### config.mk
export PLATFORM = sky130hd
export DESIGN_NAME = motor_speed_sequencer
export DESIGN_NICKNAME = d
export VERILOG_FILES = /design/src/rtl/motor_speed_sequencer_pkg.sv /design/src/rtl/motor_speed_sequencer_tick_gen.sv /design/src/rtl/motor_speed_sequencer.sv
export SDC_FILE = /design/constraint.sdc
export NUM_CORES = 1
export LEC_CHECK = 0
export CAP_MARGIN = 40
export CORE_UTILIZATION = 40
export DETAILED_ROUTE_END_ITERATION = 10
export SYNTH_ARGS = -nofsm -noshare
export SYNTH_HDL_FRONTEND = slang
export SYNTH_SLANG_ARGS = --single-unit
### constraint.sdc
create_clock -name i_Clk -period 9.5 [get_ports i_Clk]
set_input_delay 2.85 -clock i_Clk [delete_from_list [all_inputs] [get_ports i_Clk]]
set_output_delay 2.85 -clock i_Clk [all_outputs]
set_load 0.01 [all_outputs]
### src/rtl/motor_speed_sequencer_pkg.sv
// motor_speed_sequencer_pkg
// Shared types and constants for the motor speed sequencer slice.
//   state_t        : 2-bit sequencer state
//   c_Speed_Width  : width of speed commands / applied speed
//   c_Range_Width  : width of the PWM control range
//   c_Stop_Code    : command byte that requests a stop
package motor_speed_sequencer_pkg;

  localparam int c_Speed_Width = 8;
  localparam int c_Range_Width = 24;

  localparam logic [c_Speed_Width-1:0] c_Stop_Code = 8'd0;

  typedef enum logic [1:0] {
    ST_IDLE      = 2'd0,
    ST_RAMP_UP   = 2'd1,
    ST_RAMP_DOWN = 2'd2,
    ST_HOLD      = 2'd3
  } state_t;

endpackage

### src/rtl/motor_speed_sequencer_tick_gen.sv
// tick_gen
// Free-running divide-by-g_Div strobe generator. The counter wraps at
// g_Div-1 and o_Tick is high for exactly that one cycle.
// Ports:
//   i_Clk    : clock
//   i_Rst_L  : asynchronous active-low reset (counter to 0)
//   o_Tick   : one-cycle strobe every g_Div clocks
module tick_gen #(
  parameter int g_Div = 100000
) (
  input  logic i_Clk,
  input  logic i_Rst_L,
  output logic o_Tick
);

  localparam int c_W = (g_Div > 1) ? $clog2(g_Div) : 1;
  localparam logic [c_W-1:0] c_Last = c_W'(g_Div - 1);

  logic [c_W-1:0] cnt_q;
  logic [c_W-1:0] cnt_d;

  assign o_Tick = (cnt_q == c_Last);
  assign cnt_d  = o_Tick ? '0 : cnt_q + c_W'(1);

  always_ff @(posedge i_Clk or negedge i_Rst_L) begin
    if (!i_Rst_L) begin
      cnt_q <= '0;
    end else begin
      cnt_q <= cnt_d;
    end
  end

endmodule

### src/rtl/motor_speed_sequencer.sv
// motor_speed_sequencer
// Validates speed bytes from the UART receiver and slews the applied speed
// toward the commanded target in fixed steps, one step per ramp tick.
// Optional build macro: MOTOR_WATCHDOG_EN (forced stop on command silence).
// Ports:
//   i_Clk            : system clock
//   i_Rst_L          : asynchronous active-low reset
//   i_RX_DV          : one-cycle byte-valid strobe from UART_RX
//   i_RX_Byte        : received byte
//   o_Control_Range  : registered current speed * g_Multiply_By
//   o_Target         : latched commanded speed
//   o_Current        : applied speed
//   o_Busy           : current differs from target
//   o_Cmd_Error      : one-cycle pulse after a rejected byte
//   o_Timeout        : sticky watchdog-stop flag (0 without the watchdog)
//
// state        | meaning
// ST_IDLE      | current = 0 and target = 0, motor stopped
// ST_RAMP_UP   | target above current, step up on each tick
// ST_RAMP_DOWN | target below current, step down on each tick
// ST_HOLD      | current = target > 0, steady speed
module motor_speed_sequencer
  import motor_speed_sequencer_pkg::*;
#(
  parameter int g_Min_Byte     = 10,
  parameter int g_Max_Byte     = 100,
  parameter int g_Multiply_By  = 33003,
  parameter int g_Step_Clks    = 100000,
  parameter int g_Step_Size    = 1,
  parameter int g_Timeout_Clks = 100000000
) (
  input  logic                     i_Clk,
  input  logic                     i_Rst_L,
  input  logic                     i_RX_DV,
  input  logic [c_Speed_Width-1:0] i_RX_Byte,
  output logic [c_Range_Width-1:0] o_Control_Range,
  output logic [c_Speed_Width-1:0] o_Target,
  output logic [c_Speed_Width-1:0] o_Current,
  output logic                     o_Busy,
  output logic                     o_Cmd_Error,
  output logic                     o_Timeout
);

  localparam logic [c_Speed_Width-1:0] c_Min  = c_Speed_Width'(g_Min_Byte);
  localparam logic [c_Speed_Width-1:0] c_Max  = c_Speed_Width'(g_Max_Byte);
  localparam logic [c_Speed_Width:0]   c_Step = (c_Speed_Width+1)'(g_Step_Size);
  // Below this speed a step toward zero would land in the dead band, so a
  // stop drops straight to 0.
  localparam logic [c_Speed_Width:0]   c_Stop_Thr =
    (c_Speed_Width+1)'(g_Min_Byte + g_Step_Size - 1);
  localparam logic [c_Range_Width-1:0] c_Mult = c_Range_Width'(g_Multiply_By);

  state_t                   state_q, state_d;
  logic [c_Speed_Width-1:0] target_q, target_d;
  logic [c_Speed_Width-1:0] current_q, current_d;
  logic [c_Range_Width-1:0] range_q, range_d;
  logic                     err_q, err_d;
  logic                     tick;
  logic                     cmd_valid;

  logic [c_Speed_Width:0]   cur9;
  logic [c_Speed_Width:0]   tgt9;
  logic [c_Speed_Width:0]   up_sum;
  logic [c_Speed_Width:0]   dn_floor;

  tick_gen #(
    .g_Div (g_Step_Clks)
  ) u_tick_gen (
    .i_Clk   (i_Clk),
    .i_Rst_L (i_Rst_L),
    .o_Tick  (tick)
  );

  assign cmd_valid = (i_RX_Byte == c_Stop_Code) ||
                     ((i_RX_Byte >= c_Min) && (i_RX_Byte <= c_Max));

  // Command decode; the watchdog below may override target_d.
`ifdef MOTOR_WATCHDOG_EN
  localparam int c_Wd_W = (g_Timeout_Clks > 1) ? $clog2(g_Timeout_Clks) : 1;
  localparam logic [c_Wd_W-1:0] c_Wd_Last = c_Wd_W'(g_Timeout_Clks - 1);

  logic [c_Wd_W-1:0] wd_q, wd_d;
  logic              timeout_q, timeout_d;

  always_comb begin
    target_d  = target_q;
    err_d     = 1'b0;
    timeout_d = timeout_q;
    wd_d      = wd_q;
    if (i_RX_DV) begin
      // Any received byte, valid or not, proves the link is alive, and it
      // takes priority over an expiry in the same cycle.
      wd_d = '0;
      if (cmd_valid) begin
        target_d  = i_RX_Byte;
        timeout_d = 1'b0;
      end else begin
        err_d = 1'b1;
      end
    end else if ((current_q != '0) || (target_q != '0)) begin
      if (wd_q == c_Wd_Last) begin
        wd_d      = '0;
        target_d  = c_Stop_Code;
        timeout_d = 1'b1;
      end else begin
        wd_d = wd_q + c_Wd_W'(1);
      end
    end
  end

  always_ff @(posedge i_Clk or negedge i_Rst_L) begin
    if (!i_Rst_L) begin
      wd_q      <= '0;
      timeout_q <= 1'b0;
    end else begin
      wd_q      <= wd_d;
      timeout_q <= timeout_d;
    end
  end

  assign o_Timeout = timeout_q;
`else
  always_comb begin
    target_d = target_q;
    err_d    = 1'b0;
    if (i_RX_DV) begin
      if (cmd_valid) begin
        target_d = i_RX_Byte;
      end else begin
        err_d = 1'b1;
      end
    end
  end

  assign o_Timeout = 1'b0;
`endif

  // State is derived every cycle from the registers, so a reversed command
  // changes direction on the very next tick.
  always_comb begin
    if (current_q == target_q) begin
      state_d = (current_q == '0) ? ST_IDLE : ST_HOLD;
    end else if (target_q > current_q) begin
      state_d = ST_RAMP_UP;
    end else begin
      state_d = ST_RAMP_DOWN;
    end
  end

  // 9-bit step arithmetic: no wrap, and results clamp to the target.
  assign cur9     = {1'b0, current_q};
  assign tgt9     = {1'b0, target_q};
  assign up_sum   = cur9 + c_Step;
  assign dn_floor = tgt9 + c_Step;

  always_comb begin
    current_d = current_q;
    if (tick) begin
      case (state_d)
        ST_RAMP_UP: begin
          if (current_q == '0) begin
            current_d = c_Min;
          end else if (up_sum >= tgt9) begin
            current_d = target_q;
          end else begin
            current_d = up_sum[c_Speed_Width-1:0];
          end
        end
        ST_RAMP_DOWN: begin
          if ((target_q == '0) && (cur9 <= c_Stop_Thr)) begin
            current_d = '0;
          end else if (cur9 <= dn_floor) begin
            current_d = target_q;
          end else begin
            current_d = current_q - c_Step[c_Speed_Width-1:0];
          end
        end
        default: current_d = current_q;
      endcase
    end
  end

  assign range_d = {{(c_Range_Width-c_Speed_Width){1'b0}}, current_q} * c_Mult;

  always_ff @(posedge i_Clk or negedge i_Rst_L) begin
    if (!i_Rst_L) begin
      state_q   <= ST_IDLE;
      target_q  <= '0;
      current_q <= '0;
      range_q   <= '0;
      err_q     <= 1'b0;
    end else begin
      state_q   <= state_d;
      target_q  <= target_d;
      current_q <= current_d;
      range_q   <= range_d;
      err_q     <= err_d;
    end
  end

  assign o_Control_Range = range_q;
  assign o_Target        = target_q;
  assign o_Current       = current_q;
  assign o_Busy          = (current_q != target_q);
  assign o_Cmd_Error     = err_q;

endmodule

==> reports/metrics.cfg, run 1 <==
[sta]
slew_headroom_pct = 42.5
worst_slack_ns = 3.71
finalSetupTns_ns = 0
setup_viol = 0
finalCritPeriodShare_pct = 60.9
rsz0062_at_grt = false
final_max_slew_viol_count = 0
fmax_mhz = 173
skew_ns = 0.00649
timing.final.crit_period_ns = 5.79
worst_slew_pin_slew_ns = 0.854
hold_violations = 0

[clock_tree]
clock_sinks = 58
post_cts_buffers = 0
clk_path_buf_depth = 2
root_buffer = clkbuf_16
cts_buffers = 9
path_clk_slew_ns = 0.05
cts_tree = done
cts_htree_levels = 3
hold_buffers = 0
insertion_delay_ns = 0.34
cts_resized = 0

[logic_synthesis]
yosysUniqueCellTypes = 55
syn_avg_cell_area_um2 = 9.75
synth_nets = 643
ys.flop_type = dfrtp_1
synth-simple-area-share_pct = 12.9
yosysSeqAreaShare_pct = 28.4
synth_area_um2 = 5120
netlist_instances = 525
synth_xor_area_share_pct = 8.21
synth_common_cells = 87 x ha_1, 62 x inv_1, 58 x dfrtp_1
yosysWarnings = 0
synth.largest_area_cell = dfrtp_1
synthArstFlopShare_pct = 100
synth_top_cell_area_share_pct = 28.4
ys_ff_latch = 58
yosysMostFrequentCell = ha_1
synth-compound-area-share_pct = 13.3
synth_top_family_by_area = adder cells
synth_adder_area_share_pct = 29.1
synth_mux_area_share_pct = 2.71
yosys-top-cells-area = dfrtp_1 28%, ha_1 21%, fa_1 7.8%
synth_edf_count = 0

[global_route]
antenna_found_initial = 0
overflow = 0
grt_max_degree = 59
grt.total_usage_pct = 21.1
grt_first_pass_wirelength_um = 21100
grt_pass1_vias = 4079

[outcome]
status = complete, no violations

[worst_setup_path]
r2r_cells = 16
cp.required_ns = 6.65
worst-endpoint-arrival_ns = 2.94
crit_fanout = 13
cp-start-kind = flip-flop
critPathKind = reg -> out
cp-end-kind = output pin

[placed_design]
pre_cts_ws_ns = 4.11
port_buffers = 52
hpwl_um = 9710
place.gp.congestion = 0.963

[die]
die_h_um = 115
core-area_um2 = 12300
num_rows = 40
io_pins = 54
start_util_pct = 41.7
die_x_um = 115
die_area_um2 = 13300

[run]
max_cap_viol_count = 0

[hold_path]
hold_class = reg -> reg
min_path_cells = 1

[pwr]
p_per_area_nw_per_um2 = 125
power_leakage_nw = 3.12
peakVddDrop_mv = 0.107
power_mw = 0.774

[finish]
fin_nets = 700
fillers = 1121
num_antenna_cells = 0
drive_above_1_share_pct = 5.28
area_delta_synth_final_pct = 20.9

[detailed_routing]
drt-initial-drc-count = 257
via_per_inst = 5.27
totalWireLength_um = 12500
vias = 3976
remaining_drc_errors = 0
post_drt_wl_per_cell_um = 16.6
ant_nets = 0
dr.pass1.iters = 4

[routing by layer]
| layer | GRT usage [%] | up-vias | wire length, µm |
|---|---|---|---|
| met5 | 0 | - | 0 |
| met4 | 9.96 | 0 | 354 |
| met3 | 4.69 | 23 | 631 |
| met2 | 32.2 | 101 | 5640 |
| met1 | 28.4 | 1896 | 5920 |
| li1 | - | 1956 | - |
[cell usage in the layout, fill, tap and decap left out, types with 4 or more instances in the layout]
cell / instances
a211o_1: 5
a211oi_1: 6
a21o_1: 12
a21oi_1: 32
a31oi_1: 5
and3_1: 9
bufinv_16: 4
clkbuf_16: 9
clkdlybuf4s50_1: 51
dfrtp_1: 58
fa_1: 20
ha_1: 87
inv_1: 62
mux2_2: 7
mux2i_1: 6
nand2_1: 29
nand3_1: 21
nand4_1: 11
nor2_1: 22
nor3_1: 8
nor4_1: 4
o211ai_1: 6
o21ai_0: 15
xnor2_1: 37
xor2_1: 11
[power by group]
| group | switching (mW) | internal [mW] |
|---|---|---|
| sequential | 0.0156 | 0.253 |
| clock | 0.120 | 0.282 |
| combinational | 0.0569 | 0.0463 |
[cell type report]
class | count | area (µm²) | area share, %
multi-input combinational | 397 | 3390 | 54.8
sequential | 58 | 1450 | 23.4
timing repair buffer | 54 | 534 | 8.63
clock buffer | 9 | 225 | 3.64
clock inverter | 7 | 141 | 2.28
inverter | 62 | 233 | 3.76
tap | 168 | 210 | 3.40
[critical path: stages (launching register included)]
cell	delay [ns]
dfrtp_1	0.68
inv_1	0.27
ha_1	0.33
and3_1	0.20
nand4b_1	0.46
clkdlybuf4s50_1	0.66
[cell families (layout without fill, tap and decap cells)]
logic type	count (synthesis)	count (layout)
xor+xnor	48	48
compound gates	104	104
simple gates	124	124
fa+ha+maj	107	107
flops	58	58
other cells	1	1
buf+inv	70	132
mux	13	13
[sequential cells by signal (all words and copies together), names as in the netlist]
name              flops
o_Cmd_Error           1
o_Current             8
u_tick_gen.cnt_q     17
o_Control_Range      24
o_Target              8
[path summary, 6_finish.rpt]
kind	slack (ns)	endpoint	start
max	3.71	o_Busy	o_Current[5]
min	0.48	u_tick_gen.cnt_q[0]	u_tick_gen.cnt_q[0]
max reg2reg	4.57	o_Control_Range[23]	o_Current[6]
min reg2reg	0.48	u_tick_gen.cnt_q[0]	u_tick_gen.cnt_q[0]
max in group asynchronous	6.31	o_Current[7]	i_Rst_L
min in group asynchronous	2.65	o_Control_Range[8]	i_Rst_L
[metrics by stage]
stage,std cells,instance area [µm²],hold WS (ns),util [%]
finish,755,6190,0.477,50.5
global route,755,6190,0.511,50.5
CTS,755,6190,0.478,50.5
detailed placement,739,5820,0.471,47.5
global placement,738,5810,0.465,47.4
floorplan,525,5120,0.448,-
Power figures use the tool's default switching activity.
==> inputs of run 2 (changes only) <==
==> constraint.sdc (replaced) <==
create_clock -name i_Clk -period 5.9 [get_ports i_Clk]
set_input_delay 1.77 -clock i_Clk [delete_from_list [all_inputs] [get_ports i_Clk]]
set_output_delay 1.77 -clock i_Clk [all_outputs]
set_load 0.01 [all_outputs]
==> run 2 against run 1 <==
Compared with the run above: hold slack gained 0.0032 ns; cell count grew 0.13%; count of clock-buffer cells in the layout increased by 1; final area down 0.87%; register-to-register slack worse by 3.6 ns; clock power is 31% higher; clock skew grew 0.0036 ns; sequential cell count stayed put; sequential power rose by 61%; sequential share of layout area grew 0.21 points; die area did not move; combinational power rose by 58%; highest routed layer unchanged.
==> reports/metrics.cfg, run 2 (synthesis results as in run 1) <==
[outcome]
status = complete, no violations

[worst_setup_path]
crit_fanout = 10  ; -3
r2r_slack_ns = 0.99  ; -3.58 ns
r2r_cells = 16  ; unchanged
cp.required_ns = 6.10  ; -0.55 ns
critPathKind = reg -> reg
reg2reg_to = o_Control_Range[21]
reg2reg_from = o_Current[6]
cp-start-kind = flip-flop
worst-endpoint-arrival_ns = 5.10  ; +2.16 ns
cp-end-kind = flip-flop

[global_route]
grt_pass1_vias = 4106  ; +0.66%
overflow = 0  ; unchanged
grt.total_usage_pct = 20.9  ; -0.13 points
use_met1_pct = 27.9  ; -0.44 points
grt_use_met3_pct = 4.53  ; -0.16 points
grt_busiest_layer = met2
grt_max_degree = 59  ; unchanged
grt_first_pass_wirelength_um = 21000  ; -0.39%
antenna_found_initial = 0  ; unchanged
gr-usage-met2_pct = 32.3  ; +0.080 points

[clock_tree]
cts_resized = 0  ; unchanged
path_clk_slew_ns = 0.05  ; about the same
cts_buffers = 9  ; unchanged
root_buffer = clkbuf_16
post_cts_buffers = 0  ; unchanged
insertion_delay_ns = 0.34  ; about the same
clk_path_buf_depth = 2  ; unchanged
clock_sinks = 58  ; unchanged
cts_tree = done
cts_htree_levels = 3  ; unchanged
hold_buffers = 0  ; unchanged

[detailed_routing]
ant_nets = 0  ; unchanged
vias = 4058  ; +2.1%
totalWireLength_um = 12600  ; +0.11%
dr.pass1.iters = 5  ; +1
post_drt_wl_per_cell_um = 16.6  ; about the same
remaining_drc_errors = 0  ; unchanged
via_per_inst = 5.37  ; +1.9%
drt-initial-drc-count = 166  ; -35%

[pwr]
peakVddDrop_mv = 0.161  ; +51%
power.switching_mw = 0.305  ; +59%
p_per_area_nw_per_um2 = 183  ; +46%
clkPwrFrac_pct = 46.9  ; -5.1 points
pwr-share-comb_pct = 14.5  ; +1.2 points
intPower_mw = 0.819  ; +41%
seq_power_share_pct = 38.6  ; +3.9 points
switching_share_pct = 27.1  ; +2.3 points
power_leakage_nw = 3.09  ; -0.94%

[sta]
setup_viol = 0  ; unchanged
finalCritPeriodShare_pct = 83.1
finalSetupTns_ns = 0  ; unchanged
fmax_mhz = 204
slew_headroom_pct = 40.9  ; -1.6 points
skew_ns = 0.0101  ; +0.00356 ns
timing.final.crit_period_ns = 4.91
worst_slew_pin_slew_ns = 0.877  ; +0.0231 ns
final_max_slew_viol_count = 0  ; unchanged
whs_ns = 0.480  ; +0.00322 ns
rsz0062_at_grt = false
hold_violations = 0  ; unchanged

[finish]
final_cell_mix = 87 x ha_1, 62 x inv_1, 58 x dfrtp_1, 51 x clkdlybuf4s50_1, 37 x xnor2_1
multi_input_area_um2 = 3390  ; unchanged
largest_reg_flops = 24  ; unchanged
area_delta_synth_final_pct = 19.9
seq_area_um2 = 1450  ; unchanged
num_antenna_cells = 0  ; unchanged
fillers = 1148  ; +2.4%
fin_nets = 701  ; +0.14%
drive_above_1_share_pct = 5.44  ; +0.16 points
mostFrequentLayoutCell = ha_1

[hold_path]
min_path_cells = 1  ; unchanged
holdCritStartpoint = u_tick_gen.cnt_q[0]
hold_class = reg -> reg
holdPathEnd = u_tick_gen.cnt_q[0]

[die]
start_util_pct = 41.7  ; unchanged
core-area_um2 = 12300  ; unchanged
die_x_um = 115  ; unchanged
num_rows = 40  ; unchanged
die_area_um2 = 13300  ; unchanged
die_h_um = 115  ; unchanged
io_pins = 54  ; unchanged

[placed_design]
place.gp.congestion = 0.887  ; -8.0%
port_buffers = 52  ; unchanged
hpwl_um = 9790  ; +0.85%

[run]
max_cap_viol_count = 0  ; unchanged

## run 2: changes by cell type in the layout (fill, tap and decap cells not counted), sizes merged
cell	change
clkinvlp	+2
buf	+1
bufinv	-3
clkbuf	+1
## run 2: layout make-up
class | instances | share of cell area [%]
Sequential cell | 58 | 23.7
Tap cell | 168 | 3.43
Timing Repair Buffer | 55 | 8.83
Multi-Input combinational cell | 397 | 55.3
Inverter | 62 | 3.79
Clock inverter | 6 | 1.08
Clock buffer | 10 | 3.89
## run 2: worst max path at each step
stage	from	end	slack (ns)	depth (start not counted)
final	o_Current[6]	o_Control_Range[21]	0.99	16
after global routing	o_Current[6]	o_Control_Range[17]	0.61	16
after CTS	o_Current[6]	o_Control_Range[21]	0.98	16
after detailed placement	o_Current[6]	o_Control_Range[17]	1.02	16
after global placement	o_Current[6]	o_Control_Range[23]	1.11	16
after floorplan	o_Current[6]	o_Control_Range[23]	1.49	16
## run 2: stage by stage
step | instance area, µm² | utilization, % | setup slack [ns] | power, mW | instances
after floorplan | 5120 | - | 1.49 | 0.531 | 525
after global placement | 5820 | 47.5 | 1.11 | 0.602 | 739
after detailed placement | 5830 | 47.6 | 1.02 | 0.603 | 740
after CTS | 6140 | 50.0 | 0.976 | 1.14 | 756
after global routing | 6140 | 50.0 | 0.611 | 1.18 | 756
final | 6140 | 50.0 | 0.994 | 1.12 | 756
## run 2: layer usage
layer	routed length [µm]	share of wire, %
met2	5460	43
met1	5990	48
met4	445	3.5
met3	664	5.3
met5	0	0
## run 2: power by group through the flow
stage	clock [mW]	sequential, mW	combinational (mW)
after floorplan	0	0.433	0.0979
after global placement	0	0.441	0.161
after detailed placement	0	0.441	0.162
after CTS	0.541	0.434	0.163
after global routing	0.560	0.437	0.182
final	0.527	0.434	0.163
## run 2: worst max-delay path: stages, from the launching register on
cell and delay (ns):
dfrtp_1 0.52, inv_1 0.32, ha_1 0.42, inv_1 0.07, fa_1 0.52, inv_1 0.05, fa_1 0.50, inv_1 0.05
fa_1 0.53, inv_1 0.04, ha_1 0.36, o21ai_0 0.13, o211ai_1 0.13, a221oi_1 0.62, nand2b_1 0.21, a311oi_1 0.13
xnor2_1 0.17
